**src/rtl/evm_pkg.sv**
```systemverilog
// Shared types and constants for the EVM ballot input front-end.
package evm_pkg;

  typedef enum logic [2:0] {
    ST_OFF      = 3'd0,
    ST_IDLE     = 3'd1,
    ST_ISSUE    = 3'd2,
    ST_ARMED    = 3'd3,
    ST_COOLDOWN = 3'd4,
    ST_DONE     = 3'd5
  } evm_state_e;

  // Candidate indices, matching the evm candidate_name encoding.
  localparam logic [1:0] CAND_NONE = 2'b00;
  localparam logic [1:0] CAND_1    = 2'b01;
  localparam logic [1:0] CAND_2    = 2'b10;
  localparam logic [1:0] CAND_3    = 2'b11;

  localparam int unsigned DEBOUNCE_CYCLES_DEF = 4;
  localparam int unsigned ARM_TIMEOUT_DEF     = 90;

  // Number of candidate buttons pressed in the same cycle.
  function automatic logic [1:0] cand_count(input logic [2:0] p);
    return 2'(p[0]) + 2'(p[1]) + 2'(p[2]);
  endfunction

  // Candidate index for a one-hot press vector; CAND_NONE otherwise.
  function automatic logic [1:0] cand_index(input logic [2:0] p);
    logic [1:0] idx;
    idx = CAND_NONE;
    case (p)
      3'b001:  idx = CAND_1;
      3'b010:  idx = CAND_2;
      3'b100:  idx = CAND_3;
      default: idx = CAND_NONE;
    endcase
    return idx;
  endfunction

endpackage

```
**src/rtl/button_debouncer.sv**
```systemverilog
// Synchronises, debounces and edge-detects one raw panel button.
module button_debouncer
  import evm_pkg::*;
#(
  parameter int unsigned DEBOUNCE_CYCLES = DEBOUNCE_CYCLES_DEF
) (
  input  logic clk,
  input  logic rst,
  input  logic raw,
  output logic db,
  output logic press
);

  localparam int unsigned CNT_W = 8;

  logic             sync1_q, sync1_d;
  logic             sync2_q, sync2_d;
  logic             db_q, db_d;
  logic             db_r_q, db_r_d;
  logic             db_prev_q, db_prev_d;
  logic             press_q, press_d;
  logic [CNT_W-1:0] cnt_q, cnt_d;

  // Next-state: two-flop sync, stability counter, rising-edge detect on a retimed db.
  always_comb begin
    sync1_d   = raw;
    sync2_d   = sync1_q;
    db_d      = db_q;
    cnt_d     = '0;
    if (sync2_q != db_q) begin
      if (cnt_q == CNT_W'(DEBOUNCE_CYCLES - 1)) begin
        db_d = sync2_q;
      end else begin
        cnt_d = cnt_q + CNT_W'(1);
      end
    end
    db_r_d    = db_q;
    db_prev_d = db_r_q;
    press_d   = db_r_q & ~db_prev_q;
  end

  // State registers with synchronous active-low reset.
  always_ff @(posedge clk) begin
    if (!rst) begin
      sync1_q   <= 1'b0;
      sync2_q   <= 1'b0;
      db_q      <= 1'b0;
      db_r_q    <= 1'b0;
      db_prev_q <= 1'b0;
      press_q   <= 1'b0;
      cnt_q     <= '0;
    end else begin
      sync1_q   <= sync1_d;
      sync2_q   <= sync2_d;
      db_q      <= db_d;
      db_r_q    <= db_r_d;
      db_prev_q <= db_prev_d;
      press_q   <= press_d;
      cnt_q     <= cnt_d;
    end
  end

  assign db    = db_q;
  assign press = press_q;

endmodule

```
**src/rtl/ballot_input_conditioner.sv**
```systemverilog
// Turns raw EVM panel buttons into clean, single-cycle ballot strobes.
module ballot_input_conditioner
  import evm_pkg::*;
#(
  parameter int unsigned DEBOUNCE_CYCLES = DEBOUNCE_CYCLES_DEF,
  parameter int unsigned ARM_TIMEOUT     = ARM_TIMEOUT_DEF,
  parameter int unsigned WIDTH           = 7
) (
  input  logic             clk,
  input  logic             rst,
  input  logic             switch_on_evm,
  input  logic             officer_btn_raw,
  input  logic [2:0]       cand_btn_raw,
  input  logic             end_btn_raw,
  output logic             candidate_ready,
  output logic             vote_candidate_1,
  output logic             vote_candidate_2,
  output logic             vote_candidate_3,
  output logic             voting_session_done,
  output logic             ballot_armed,
  output logic             multi_press_err,
  output logic             ballot_timeout,
  output logic [WIDTH-1:0] ballots_cast
);

  localparam int unsigned TIMER_W = 7;

  logic       officer_db, officer_press;
  logic [2:0] cand_db, cand_press;
  logic       unused_end_db, end_press;

  button_debouncer #(.DEBOUNCE_CYCLES(DEBOUNCE_CYCLES)) u_db_officer (
    .clk(clk), .rst(rst), .raw(officer_btn_raw), .db(officer_db), .press(officer_press)
  );

  for (genvar i = 0; i < 3; i++) begin : g_cand
    button_debouncer #(.DEBOUNCE_CYCLES(DEBOUNCE_CYCLES)) u_db_cand (
      .clk(clk), .rst(rst), .raw(cand_btn_raw[i]), .db(cand_db[i]), .press(cand_press[i])
    );
  end

  button_debouncer #(.DEBOUNCE_CYCLES(DEBOUNCE_CYCLES)) u_db_end (
    .clk(clk), .rst(rst), .raw(end_btn_raw), .db(unused_end_db), .press(end_press)
  );

  evm_state_e       state_q, state_d;
  logic [TIMER_W-1:0] timer_q, timer_d;
  logic [WIDTH-1:0] cast_q, cast_d;
  logic             ready_q, ready_d;
  logic             vote1_q, vote1_d;
  logic             vote2_q, vote2_d;
  logic             vote3_q, vote3_d;
  logic             done_q, done_d;
  logic             armed_q, armed_d;
  logic             merr_q, merr_d;
  logic             tmo_q, tmo_d;
  logic [1:0]       n_press;
  logic [1:0]       sel;

  // Ballot FSM: next state, timer, vote counter and next-cycle strobes.
  always_comb begin
    state_d = state_q;
    timer_d = timer_q;
    cast_d  = cast_q;
    ready_d = 1'b0;
    vote1_d = 1'b0;
    vote2_d = 1'b0;
    vote3_d = 1'b0;
    done_d  = 1'b0;
    merr_d  = 1'b0;
    tmo_d   = 1'b0;
    n_press = cand_count(cand_press);
    sel     = cand_index(cand_press);

    if (!switch_on_evm) begin
      state_d = ST_OFF;
      timer_d = '0;
      cast_d  = '0;
    end else begin
      case (state_q)
        ST_OFF: state_d = ST_IDLE;
        ST_IDLE: begin
          if (officer_press) begin
            state_d = ST_ISSUE;
            ready_d = 1'b1;
          end else if (end_press) begin
            state_d = ST_DONE;
            done_d  = 1'b1;
          end
        end
        ST_ISSUE: begin
          timer_d = '0;
          state_d = ST_ARMED;
        end
        ST_ARMED: begin
          if (n_press == 2'd1) begin
            vote1_d = (sel == CAND_1);
            vote2_d = (sel == CAND_2);
            vote3_d = (sel == CAND_3);
            if (~&cast_q) cast_d = cast_q + WIDTH'(1);
            state_d = ST_COOLDOWN;
          end else begin
            merr_d = (n_press >= 2'd2);
            if (timer_q == TIMER_W'(ARM_TIMEOUT - 1)) begin
              tmo_d   = 1'b1;
              state_d = ST_IDLE;
            end else begin
              timer_d = timer_q + TIMER_W'(1);
            end
          end
        end
        ST_COOLDOWN: begin
          if (cand_db == 3'b000 && !officer_db) state_d = ST_IDLE;
        end
        ST_DONE: state_d = ST_DONE;
        default: state_d = ST_OFF;
      endcase
    end
    armed_d = (state_d == ST_ARMED);
  end

  // FSM and output registers with synchronous active-low reset.
  always_ff @(posedge clk) begin
    if (!rst) begin
      state_q <= ST_OFF;
      timer_q <= '0;
      cast_q  <= '0;
      ready_q <= 1'b0;
      vote1_q <= 1'b0;
      vote2_q <= 1'b0;
      vote3_q <= 1'b0;
      done_q  <= 1'b0;
      armed_q <= 1'b0;
      merr_q  <= 1'b0;
      tmo_q   <= 1'b0;
    end else begin
      state_q <= state_d;
      timer_q <= timer_d;
      cast_q  <= cast_d;
      ready_q <= ready_d;
      vote1_q <= vote1_d;
      vote2_q <= vote2_d;
      vote3_q <= vote3_d;
      done_q  <= done_d;
      armed_q <= armed_d;
      merr_q  <= merr_d;
      tmo_q   <= tmo_d;
    end
  end

  assign candidate_ready     = ready_q;
  assign vote_candidate_1    = vote1_q;
  assign vote_candidate_2    = vote2_q;
  assign vote_candidate_3    = vote3_q;
  assign voting_session_done = done_q;
  assign ballot_armed        = armed_q;
  assign multi_press_err     = merr_q;
  assign ballot_timeout      = tmo_q;
  assign ballots_cast        = cast_q;

endmodule

```
**config.mk**
```make
export PLATFORM = sky130hd
export DESIGN_NAME = ballot_input_conditioner
export DESIGN_NICKNAME = d
export VERILOG_FILES = /design/src/rtl/evm_pkg.sv /design/src/rtl/button_debouncer.sv /design/src/rtl/ballot_input_conditioner.sv
export SDC_FILE = /design/constraint.sdc
export NUM_CORES = 1
export LEC_CHECK = 0
export CAP_MARGIN = 20
export CORE_AREA = 2 2 97 71
export CTS_BUF_LIST = sky130_fd_sc_hd__clkbuf_8
export CTS_CLUSTER_SIZE = 30
export DETAILED_ROUTE_END_ITERATION = 7
export DIE_AREA = 0 0 99 73
export PLACE_DENSITY = 0.82
export SLEW_MARGIN = 10
export SYNTH_ARGS = -nofsm -noshare
export SYNTH_HDL_FRONTEND = slang
export SYNTH_SLANG_ARGS = --single-unit
```
**constraint.sdc**
```tcl
create_clock -name clk -period 2.8 [get_ports clk]
set_input_delay 0.56 -clock clk [delete_from_list [all_inputs] [get_ports clk]]
set_output_delay 0.56 -clock clk [all_outputs]
set_load 0.1 [all_outputs]
```
Word-level counts from Yosys, hierarchy flattened
Index checks and enable logic that the tools add are counted.
Operators by class
  order comparisons: 1
  mux-type cells: 14
  bitwise gates (word level): 20
  reductions and logical operators: 23
  eq/ne operators: 26
  $add $sub $neg: 9
Operators by type and width (number)
  8-bit by 1-bit adder with 8-bit output, second input constant: 5
  8-bit by 2-bit == test with 1-bit output, second input constant: 5
  3-bit two-way mux: 6
  3-bit case mux with 6 select lines: 1
  1-bit NOT: 15
  3-bit OR reduction: 5
  7-bit by 1-bit adder with 7-bit output, second input constant: 2
  7-bit two-way mux: 2
  7-bit case mux with 2 select lines: 1
  3-bit by 2-bit == test with 1-bit output, second input constant: 4
  2-bit AND reduction: 6
  3-bit == test, second input constant: 3
  3-bit AND reduction: 3
  4-bit OR reduction: 2
  7-bit == test, second input constant: 1
  7-bit AND reduction: 1
  3-bit by 1-bit == test with 1-bit output, second input constant: 2
  3-bit zero test: 2
  2-bit case mux with 3 select lines: 1
  1-bit bitwise AND: 5
  1-bit inequality test: 5
  2-bit by 1-bit == test with 1-bit output, second input constant: 2
  2-bit == test, second input constant: 2
  2-bit inequality test, second input constant: 2
  8 further kinds: 10
Word-level totals
  output and inout bits: 15
  input port bits: 8
  bits in registers: 95
  logic and storage cells: 139

Longest topological paths before layout
Gate-level depths: netlist of the first run.
  depth in word-level cells: 7
  mapped depth: 7
  mapped depth without buffers: 6

Hierarchy
Synthesis of the first run repeated with hierarchy kept, for this count alone.
Unflattened totals
  cell total of the unflattened synthesis: 397
  area total of the unflattened synthesis: 3772.4 um^2
By module, submodules not included
  button_debouncer at g_cand[0].u_db_cand ...: times used 4, cells an instance 53, area each 519.2 um^2
  ballot_input_conditioner: times used 1, cells an instance 133, area each 1172.4 um^2
  button_debouncer at u_db_officer: times used 1, cells an instance 52, area each 523.0 um^2

Least setup slack after synthesis of the first run
Ideal clock, no wire load.
  path kind: reg2reg
  start: register cast_q[0] (netlist: ballots_cast[0])
  end: register cast_q[1] (netlist: ballots_cast[1])
  required time: 2.672 ns
  cell stages (with the launch flop): 6
  slack: 0.612 ns
  arrival: 2.060 ns
  buffers on the path: 0
  clock period less this slack: 2.188 ns
  library setup time: 0.128 ns
  cell sequence: dfxtp_1 ha_1 nand3_1 o211ai_1 mux2i_1 nor2_1
On the way
  cells in the longest elaborated chain, start to end: 3
  elaborated cells between the ends (all ways): 4
  those cells by class: add/sub: 1; bitwise: 1; reduce/logical: 2
Ends and longest elaborated chain
  from (decl): line ballot_input_conditioner.sv:48  | logic [WIDTH-1:0] cast_q, cast_d;
  from (signal assigned): line ballot_input_conditioner.sv:139  | cast_q <= cast_d;
  branches (longest 3 deep; another with 7-bit by 1-bit adder with 7-bit output)
Several ways; the timed one is not identified.
A chain may end at the register's enable or synchronous reset.

Worst setup path after layout of the first run
  start: register g_cand[0].u_db_cand.press_q
  end: register timer_q[4]
On the way
  cells in the longest elaborated chain, start to end: 5
Ends and longest elaborated chain
  from (decl): line button_debouncer.sv:21  | logic press_q, press_d;
  from (signal assigned): line button_debouncer.sv:58  | press_q <= press_d;
  1-bit by 1-bit adder with 2-bit output: line evm_pkg.sv:24  | return 2'(p[0]) + 2'(p[1]) + 2'(p[2]);
  2-bit by 1-bit adder with 2-bit output: line evm_pkg.sv:24
  2-bit by 1-bit == test with 1-bit output: line ballot_input_conditioner.sv:96  | if (n_press == 2'd1) begin
  2-bit inequality test (no line)
  3-bit AND reduction (no line)
  to (signal assigned): line ballot_input_conditioner.sv:138  | timer_q <= timer_d;
  to (decl): line ballot_input_conditioner.sv:47  | logic [TIMER_W-1:0] timer_q, timer_d;
Every way passes these cells.

==> impl_metrics.xml, run 1 <==
<?xml version="1.0" encoding="UTF-8"?>
<metrics>
  <group name="cts">
    <metric name="cts.sinks" unit="">95</metric>
    <metric name="htree_levels" unit="">3</metric>
    <metric name="post_cts_hold_buffer_count" unit="">0</metric>
    <metric name="root_buffer_cell" unit="">sky130_fd_sc_hd__clkbuf_8</metric>
    <metric name="post-cts-setup-buffer-count" unit="">0</metric>
    <metric name="tritoncts" unit="">yes</metric>
    <metric name="post_cts_resized" unit="">0</metric>
    <metric name="clock_insertion_delay_worst_skew" unit="ns">0.35</metric>
    <metric name="clkSlewWorstSetupHoldPaths" unit="ns">0.09</metric>
    <metric name="clockBufferDepth" unit="">2</metric>
    <metric name="tritoncts.num_buffers" unit="">9</metric>
  </group>
  <group name="worst_setup_path">
    <metric name="sort_of_element_at_the_start_of_the_critical_path" unit="">register</metric>
    <metric name="worstPathArrival" unit="ns">2.59</metric>
    <metric name="worst-path-max-fanout" unit="">10</metric>
    <metric name="r2r-start" unit="">g_cand[0].u_db_cand.press$_SDFF_PN0_</metric>
    <metric name="timing.critical_path.required" unit="ns">3.08</metric>
    <metric name="reg_to_reg_slack_setup" unit="ns">0.48</metric>
    <metric name="r2r_cells" unit="">6</metric>
    <metric name="r2r-end" unit="">timer_q[4]$_SDFFE_PN0P_</metric>
    <metric name="category_of_the_worst_setup_path_capture_point" unit="">register</metric>
    <metric name="worst-setup-path-type" unit="">reg2reg</metric>
  </group>
  <group name="global_routing">
    <metric name="grt_pass1_vias" unit="">2417</metric>
    <metric name="grt_max_degree" unit="">32</metric>
    <metric name="antenna_found_initial" unit="">0</metric>
    <metric name="grt_overflow" unit="">0</metric>
    <metric name="wire_length_of_the_first_global_routing_pass" unit="um">10600</metric>
    <metric name="grt_usage" unit="%">18.3</metric>
  </group>
  <group name="floorplanning">
    <metric name="dieArea" unit="um2">7230</metric>
    <metric name="initial_utilization" unit="%">56.8</metric>
    <metric name="num_rows" unit="">25</metric>
    <metric name="dieHeight" unit="um">73</metric>
    <metric name="floorplan.io_pins" unit="">23</metric>
    <metric name="floorplan.die.width" unit="um">99</metric>
    <metric name="floorplan.core_area" unit="um2">6410</metric>
  </group>
  <group name="timing">
    <metric name="max_freq" unit="GHz">0.432</metric>
    <metric name="rsz0062_at_grt" unit="">false</metric>
    <metric name="timing_hold_violations_final" unit="">0</metric>
    <metric name="max_slew_margin" unit="%">58.8</metric>
    <metric name="finalCritPeriodShare" unit="%">82.8</metric>
    <metric name="slew_violations" unit="">0</metric>
    <metric name="worst-slew-pin-transition" unit="ns">0.612</metric>
    <metric name="fin_worst_skew" unit="ns">0.00536</metric>
    <metric name="final-setup-viol-count" unit="">0</metric>
    <metric name="timing.setup.tns" unit="ns">0</metric>
    <metric name="min_period" unit="ns">2.32</metric>
  </group>
  <group name="logic_synthesis">
    <metric name="synth_top_area_share" unit="%">52.2</metric>
    <metric name="number_of_warnings_issued_by_yosys" unit="">0</metric>
    <metric name="synth.area.top_cells" unit="">sky130_fd_sc_hd__dfxtp_1 (52%), sky130_fd_sc_hd__xor2_1 (7.0%), sky130_fd_sc_hd__nor2_1 (5.6%)</metric>
    <metric name="synth.avg_cell_area" unit="um2">9.56</metric>
    <metric name="synthesis.area" unit="um2">3640</metric>
    <metric name="synthesized_nets" unit="">398</metric>
    <metric name="seq_total_area_yosys" unit="%">52.2</metric>
    <metric name="largest_area_contributor_in_the_synthesized_netlist" unit="">sky130_fd_sc_hd__dfxtp_1</metric>
    <metric name="syn-instance-count" unit="">381</metric>
    <metric name="ys_types" unit="">40</metric>
    <metric name="ff_latch_count_synth" unit="">95</metric>
  </group>
  <group name="power">
    <metric name="clock_power_share" unit="%">38.5</metric>
    <metric name="switching_share" unit="%">20.7</metric>
    <metric name="power_frac_comb" unit="%">1.7</metric>
    <metric name="intPower" unit="uW">1810</metric>
    <metric name="totalPowerFinal" unit="uW">2280</metric>
    <metric name="pwr_density_cell" unit="nW/um2">556</metric>
    <metric name="p_seq_share" unit="%">59.8</metric>
    <metric name="ir_worst_vdd" unit="mV">0.330</metric>
    <metric name="p_leak" unit="uW">0.00156</metric>
    <metric name="switching_power" unit="uW">473</metric>
  </group>
  <group name="detailed_routing">
    <metric name="drtIter0Drc" unit="">94</metric>
    <metric name="drc" unit="">0</metric>
    <metric name="routed_wl" unit="um">6120</metric>
    <metric name="dr_total_vias" unit="">2622</metric>
    <metric name="route.detailed.vias_per_inst" unit="">5.30</metric>
    <metric name="detailedRoute.firstPassIterationCount" unit="">4</metric>
    <metric name="drt.antenna.violating_nets" unit="">0</metric>
    <metric name="avgRoutedWirePerCell" unit="um">12.4</metric>
  </group>
  <group name="final_layout">
    <metric name="num_antenna_cells" unit="">0</metric>
    <metric name="syn_to_final_growth" unit="%">12.7</metric>
    <metric name="share_of_layout_cells_above_drive_strength_1" unit="%">8.21</metric>
    <metric name="fillCellCount" unit="">522</metric>
    <metric name="fin_nets" unit="">426</metric>
  </group>
  <group name="status">
    <metric name="outcome" unit="">completed</metric>
  </group>
  <group name="min_path">
    <metric name="min-delay-path-class" unit="">reg2reg</metric>
    <metric name="min_delay_path_depth" unit="">1</metric>
    <metric name="hp-start" unit="">u_db_officer.db_prev_q$_SDFF_PN0_</metric>
    <metric name="hold_path_end" unit="">u_db_officer.press$_SDFF_PN0_</metric>
  </group>
  <group name="flow_run">
    <metric name="cap_viol_max_count" unit="">0</metric>
  </group>
  <group name="place">
    <metric name="buffer_ports.inserted" unit="">22</metric>
    <metric name="gp_routability_congestion" unit="">0.813</metric>
    <metric name="detailed_place_hpwl" unit="um">4400</metric>
  </group>
</metrics>
[cells in the mapped netlist]
master / instances
sky130_fd_sc_hd__nand3_1: 36
sky130_fd_sc_hd__xnor2_1: 10
sky130_fd_sc_hd__nor3b_1: 2
sky130_fd_sc_hd__or2_1: 1
sky130_fd_sc_hd__a21boi_0: 3
sky130_fd_sc_hd__nand2b_2: 1
sky130_fd_sc_hd__or3_1: 3
sky130_fd_sc_hd__o211ai_1: 2
sky130_fd_sc_hd__clkbuf_1: 4
sky130_fd_sc_hd__buf_6: 1
sky130_fd_sc_hd__buf_1: 1
sky130_fd_sc_hd__and3b_1: 1
sky130_fd_sc_hd__o21a_1: 1
sky130_fd_sc_hd__and3_1: 11
sky130_fd_sc_hd__nor2_1: 54
sky130_fd_sc_hd__and4b_1: 1
sky130_fd_sc_hd__fa_1: 1
sky130_fd_sc_hd__nor3_1: 7
sky130_fd_sc_hd__o31ai_1: 3
sky130_fd_sc_hd__nor4_1: 6
sky130_fd_sc_hd__xor2_1: 29
sky130_fd_sc_hd__or3_2: 1
sky130_fd_sc_hd__nand3b_1: 1
sky130_fd_sc_hd__or4_1: 6
sky130_fd_sc_hd__and2_1: 22
sky130_fd_sc_hd__o2111ai_1: 1
sky130_fd_sc_hd__ha_1: 8
sky130_fd_sc_hd__buf_2: 1
sky130_fd_sc_hd__a31oi_1: 1
sky130_fd_sc_hd__dfxtp_1: 95
sky130_fd_sc_hd__nor2b_1: 10
sky130_fd_sc_hd__o21ai_0: 9
sky130_fd_sc_hd__a21oi_1: 11
sky130_fd_sc_hd__and4_1: 2
sky130_fd_sc_hd__nor4b_1: 5
sky130_fd_sc_hd__nand4_1: 2
sky130_fd_sc_hd__nand2_1: 13
sky130_fd_sc_hd__inv_1: 10
sky130_fd_sc_hd__mux2i_1: 4
sky130_fd_sc_hd__and3b_2: 1
[cells in the final DEF, fill, tap and decap left out, drive strengths merged, types with 11 or more instances in the layout]
cell | netlist | layout
nand2 | 13 | 13
nand3 | 36 | 36
a21oi | 11 | 11
and2 | 22 | 22
and3 | 11 | 11
nor2 | 54 | 54
buf | 3 | 17
xor2 | 29 | 29
inv | 10 | 13
dfxtp | 95 | 95
[worst max-delay path: stages, from the launching register on]
cell and delay (ns):
sky130_fd_sc_hd__dfxtp_1 0.36, sky130_fd_sc_hd__inv_1 0.08, sky130_fd_sc_hd__fa_1 0.56, sky130_fd_sc_hd__and3b_1 0.23, sky130_fd_sc_hd__or2_1 0.33, sky130_fd_sc_hd__or4_1 0.53, sky130_fd_sc_hd__a21oi_1 0.16
[state kept, by name (all words and copies together) (netlist names), 7 cells and up]
register and count:
u_db_end.cnt_q 8, ballots_cast 7, u_db_officer.cnt_q 8, g_cand.u_db_cand.cnt_q 24, timer_q 7
[power groups by stage]
stage / Combinational [uW] / Clock, uW / Sequential [uW]
floorplan: 23.7 / 0 / 1400
global placement: 38.7 / 0 / 1400
detailed placement: 39.6 / 0 / 1400
CTS: 39.8 / 911 / 1370
global route: 43.7 / 964 / 1370
finish: 39.3 / 879 / 1370
[worst max path at each step]
stage	start	end	slack, ns	cells past startpoint
after global placement	g_cand[0].u_db_cand.press$_SDFF_PN0_	timer_q[4]$_SDFFE_PN0P_	0.58	6
after global routing	g_cand[0].u_db_cand.press$_SDFF_PN0_	timer_q[6]$_SDFFE_PN0P_	0.37	6
final	g_cand[0].u_db_cand.press$_SDFF_PN0_	timer_q[4]$_SDFFE_PN0P_	0.48	6
after detailed placement	g_cand[0].u_db_cand.press$_SDFF_PN0_	timer_q[4]$_SDFFE_PN0P_	0.51	6
after CTS	g_cand[0].u_db_cand.press$_SDFF_PN0_	timer_q[4]$_SDFFE_PN0P_	0.50	6
after floorplan	ballots_cast[0]$_SDFFE_PN0P_	ballots_cast[1]$_SDFFE_PN0P_	0.61	5
[through the flow]
stage / worst slack [ns] / hold WS (ns) / utilization (%) / cell area, um2 / instances
2_1_floorplan: 0.612 / 0.367 / - / 3640 / 381
3_3_place_gp: 0.579 / 0.373 / 60.9 / 3910 / 479
3_5_place_dp: 0.512 / 0.374 / 60.9 / 3910 / 479
4_1_cts: 0.503 / 0.387 / 64.0 / 4110 / 495
5_1_grt: 0.365 / 0.397 / 64.0 / 4110 / 495
6_report: 0.483 / 0.384 / 64.0 / 4110 / 495
[metal layers]
| metal | global-route usage [%] | wire [um] | vias to the layer above |
|---|---|---|---|
| li1 | - | - | 1351 |
| met1 | 22.6 | 2890 | 1213 |
| met2 | 29.7 | 2900 | 56 |
| met3 | 7.95 | 302 | 2 |
| met4 | 5.18 | 29 | 0 |
| met5 | 0 | 0 | - |
[layout make-up]
| cell class | count | area, um2 | area share (%) |
|---|---|---|---|
| flip-flops and latches | 95 | 1900 | 46.3 |
| multi-input cells | 269 | 1670 | 40.6 |
| repair buffers | 24 | 198 | 4.81 |
| clock buffers | 10 | 138 | 3.35 |
| well taps | 81 | 101 | 2.47 |
| clock inverters | 6 | 61.3 | 1.49 |
| inverters | 10 | 37.5 | 0.914 |
[logic make-up (layout without fill, tap and decap cells)]
| group | after synthesis | after routing | share of synthesized area [%] |
|---|---|---|---|
| AND/OR/NAND/NOR | 186 | 186 | 27.0 |
| flip-flops | 95 | 95 | 52.2 |
| XOR/XNOR | 39 | 39 | 9.37 |
| AO/OA/AOI/OAI | 31 | 31 | 5.01 |
| buffers and inverters | 17 | 50 | 1.99 |
| adder cells (fa/ha/maj) | 9 | 9 | 3.30 |
| multiplexers | 4 | 4 | 1.10 |
Note: power is estimated with default switching activity, not from simulation.
==> run 2, diff against run 1 <==
--- a/config.mk
+++ b/config.mk
@@ -6,12 +6,12 @@
 export NUM_CORES = 1
 export LEC_CHECK = 0
 export CAP_MARGIN = 20
-export CORE_AREA = 2 2 97 71
+export CORE_AREA = 2 2 101 74
 export CTS_BUF_LIST = sky130_fd_sc_hd__clkbuf_8
 export CTS_CLUSTER_SIZE = 30
 export DETAILED_ROUTE_END_ITERATION = 7
-export DIE_AREA = 0 0 99 73
-export PLACE_DENSITY = 0.82
+export DIE_AREA = 0 0 103 76
+export PLACE_DENSITY = 0.8
 export SLEW_MARGIN = 10
 export SYNTH_ARGS = -nofsm -noshare
 export SYNTH_HDL_FRONTEND = slang
==> constraint.sdc (replaced) <==
create_clock -name clk -period 1.9 [get_ports clk]
set_input_delay 0.38 -clock clk [delete_from_list [all_inputs] [get_ports clk]]
set_output_delay 0.38 -clock clk [all_outputs]
set_load 0.1 [all_outputs]
==> run 2 against run 1 <==
Effect of this change: the flow now finishes with violations (negative setup slack); power up 49%; final area increased by 5.5%; first-iteration DRC count down 31%; critical path type unchanged; combinational power is 67% higher; worst hold slack about the same.
==> impl_metrics.xml, run 2 (same netlist as run 1, synthesis figures left out) <==
<?xml version="1.0" encoding="UTF-8"?>
<metrics>
  <group name="status">
    <metric name="outcome" unit="">finished with violations</metric>
    <metric name="failed_checks" unit="">negative setup slack</metric>
  </group>
  <group name="timing">
    <metric name="finalCritPeriodShare" unit="%">114</metric>
    <metric name="slew_violations" unit="">0</metric>
    <metric name="fin_worst_skew" unit="ns">0.00957</metric>
    <metric name="rsz0062_at_grt" unit="">true</metric>
    <metric name="timing.final.ws_setup" unit="ns">-0.270</metric>
    <metric name="max_slew_margin" unit="%">60.3</metric>
    <metric name="timing.setup.tns" unit="ns">-1.06</metric>
    <metric name="timing_hold_violations_final" unit="">0</metric>
    <metric name="min_period" unit="ns">2.17</metric>
    <metric name="worst-slew-pin-transition" unit="ns">0.590</metric>
    <metric name="final-setup-viol-count" unit="">7</metric>
    <metric name="max_freq" unit="GHz">0.461</metric>
  </group>
  <group name="detailed_routing">
    <metric name="route.detailed.vias_per_inst" unit="">5.05</metric>
    <metric name="drtIter0Drc" unit="">65</metric>
    <metric name="avgRoutedWirePerCell" unit="um">12.2</metric>
    <metric name="detailedRoute.firstPassIterationCount" unit="">5</metric>
    <metric name="dr_total_vias" unit="">2650</metric>
    <metric name="routed_wl" unit="um">6390</metric>
    <metric name="drt.antenna.violating_nets" unit="">0</metric>
    <metric name="drc" unit="">0</metric>
  </group>
  <group name="worst_setup_path">
    <metric name="category_of_the_worst_setup_path_capture_point" unit="">register</metric>
    <metric name="sort_of_element_at_the_start_of_the_critical_path" unit="">register</metric>
    <metric name="r2r-start" unit="">g_cand[0].u_db_cand.press$_SDFF_PN0_</metric>
    <metric name="timing.critical_path.required" unit="ns">2.19</metric>
    <metric name="r2r-end" unit="">timer_q[0]$_SDFFE_PN0P_</metric>
    <metric name="worst-setup-path-type" unit="">reg2reg</metric>
    <metric name="r2r_cells" unit="">6</metric>
    <metric name="reg_to_reg_slack_setup" unit="ns">-0.27</metric>
    <metric name="worst-path-max-fanout" unit="">8</metric>
    <metric name="worstPathArrival" unit="ns">2.46</metric>
    <metric name="setup.worst_path.start" unit="">g_cand[0].u_db_cand.press$_SDFF_PN0_</metric>
  </group>
  <group name="cts">
    <metric name="tritoncts" unit="">yes</metric>
    <metric name="cts.sinks" unit="">95</metric>
    <metric name="clock_insertion_delay_worst_skew" unit="ns">0.36</metric>
    <metric name="clkSlewWorstSetupHoldPaths" unit="ns">0.09</metric>
    <metric name="clockBufferDepth" unit="">2</metric>
    <metric name="tritoncts.num_buffers" unit="">9</metric>
    <metric name="root_buffer_cell" unit="">sky130_fd_sc_hd__clkbuf_8</metric>
    <metric name="htree_levels" unit="">3</metric>
  </group>
  <group name="floorplanning">
    <metric name="floorplan.io_pins" unit="">23</metric>
    <metric name="num_rows" unit="">26</metric>
    <metric name="dieArea" unit="um2">7830</metric>
    <metric name="floorplan.die.width" unit="um">103</metric>
    <metric name="initial_utilization" unit="%">52.3</metric>
    <metric name="floorplan.core_area" unit="um2">6960</metric>
    <metric name="dieHeight" unit="um">76</metric>
  </group>
  <group name="final_layout">
    <metric name="fin_nets" unit="">439</metric>
    <metric name="flip_flop_count_of_the_largest_register_all_copies_and_words_added" unit="">24</metric>
    <metric name="share_of_layout_cells_above_drive_strength_1" unit="%">16.9</metric>
    <metric name="layout.core_utilization" unit="%">62.2</metric>
    <metric name="mostFrequentLayoutCell" unit="">sky130_fd_sc_hd__dfxtp_1</metric>
    <metric name="largest-register" unit="">g_cand.u_db_cand.cnt_q</metric>
    <metric name="layout.cells.most_common_list" unit="">sky130_fd_sc_hd__dfxtp_1 (88), sky130_fd_sc_hd__nor2_1 (53), sky130_fd_sc_hd__nand3_1 (36)</metric>
    <metric name="biggestRegsByFlops" unit="">g_cand.u_db_cand.cnt_q x24, u_db_end.cnt_q x8, u_db_officer.cnt_q x8</metric>
    <metric name="num_antenna_cells" unit="">0</metric>
    <metric name="syn_to_final_growth" unit="%">18.9</metric>
  </group>
  <group name="global_routing">
    <metric name="grt_overflow" unit="">0</metric>
    <metric name="wire_length_of_the_first_global_routing_pass" unit="um">11100</metric>
    <metric name="grt_usage" unit="%">17.8</metric>
    <metric name="grt_max_degree" unit="">17</metric>
    <metric name="grt_pass1_vias" unit="">2547</metric>
    <metric name="antenna_found_initial" unit="">0</metric>
  </group>
  <group name="place">
    <metric name="detailed_place_hpwl" unit="um">4530</metric>
    <metric name="buffer_ports.inserted" unit="">22</metric>
    <metric name="gp_routability_congestion" unit="">0.860</metric>
  </group>
  <group name="flow_run">
    <metric name="cap_viol_max_count" unit="">0</metric>
  </group>
  <group name="min_path">
    <metric name="min-delay-path-class" unit="">reg2reg</metric>
    <metric name="min_delay_path_depth" unit="">1</metric>
    <metric name="hp-start" unit="">u_db_officer.db_prev_q$_SDFF_PN0_</metric>
    <metric name="hold_path_end" unit="">u_db_officer.press$_SDFF_PN0_</metric>
  </group>
  <group name="power">
    <metric name="ir_worst_vdd" unit="mV">0.525</metric>
    <metric name="p_leak" unit="uW">0.00164</metric>
    <metric name="pwr_density_cell" unit="nW/um2">787</metric>
    <metric name="totalPowerFinal" unit="uW">3410</metric>
  </group>
</metrics>
==> run 2: area by class of cell <==
class / instances / area [um2]
timing repair buffer: 37 / 320
tap: 98 / 123
clock inverter: 6 / 67.6
fill: 592 / 2630
inverter: 10 / 37.5
multi-input combinational: 269 / 1740
clock buffer: 10 / 138
sequential: 95 / 1910
==> run 2: worst max-delay path by stage <==
stage	to	slack, ns	cells after the start
2_1_floorplan	timer_q[2]$_SDFFE_PN0P_	-0.21	7
3_3_place_gp	timer_q[2]$_SDFFE_PN0P_	-0.16	6
3_5_place_dp	timer_q[1]$_SDFFE_PN0P_	-0.29	6
4_1_cts	timer_q[1]$_SDFFE_PN0P_	-0.24	6
5_1_grt	timer_q[0]$_SDFFE_PN0P_	-0.35	6
6_report	timer_q[0]$_SDFFE_PN0P_	-0.27	6
==> run 2: per-layer routing <==
| layer | vias up | GRT usage, % | wire, um |
|---|---|---|---|
| met5 | - | 0 | 0 |
| li1 | 1383 | - | - |
| met3 | 8 | 5.78 | 258 |
| met4 | 0 | 5.92 | 63 |
| met1 | 1210 | 23.7 | 3160 |
| met2 | 49 | 27.4 | 2910 |
==> run 2: worst max-delay path: stages, from the launching register on <==
cell,delay (ns)
sky130_fd_sc_hd__dfxtp_2,0.34
sky130_fd_sc_hd__inv_2,0.05
sky130_fd_sc_hd__fa_1,0.57
sky130_fd_sc_hd__and3b_2,0.22
sky130_fd_sc_hd__or2_4,0.26
sky130_fd_sc_hd__or4_1,0.52
sky130_fd_sc_hd__a21oi_2,0.15
==> run 2: through the flow <==
| step | instances | cell area, um2 | setup slack, ns | hold WS [ns] |
|---|---|---|---|---|
| after floorplan | 381 | 3650 | -0.214 | 0.360 |
| after global placement | 509 | 4060 | -0.161 | 0.367 |
| after detailed placement | 509 | 4060 | -0.292 | 0.375 |
| after CTS | 525 | 4280 | -0.236 | 0.390 |
| after global routing | 525 | 4330 | -0.349 | 0.413 |
| final | 525 | 4330 | -0.270 | 0.384 |
==> run 2: power breakdown <==
group          switching, uW  internal (uW)  total (uW)
Sequential              8.99           2000        2010
Combinational           33.7           31.9        65.6
Clock                    683            648        1330
Total                    725           2680        3410
==> run 2: timing repair <==
action / CTS / global route
buffers inserted: 0 / 1
endpoints found under the setup margin: 9 / 15
hold buffers: 0 / 0
pin swaps: 4 / 5
gates cloned: 0 / 0
resized for setup: 6 / 10
==> run 3, diff against run 2 <==
--- a/config.mk
+++ b/config.mk
@@ -12,7 +12,6 @@
 export DETAILED_ROUTE_END_ITERATION = 7
 export DIE_AREA = 0 0 103 76
 export PLACE_DENSITY = 0.8
-export SLEW_MARGIN = 10
 export SYNTH_ARGS = -nofsm -noshare
 export SYNTH_HDL_FRONTEND = slang
 export SYNTH_SLANG_ARGS = --single-unit
==> results of run 3 <==
No change in the layout: final DEF, timing and power equal those of run 2.
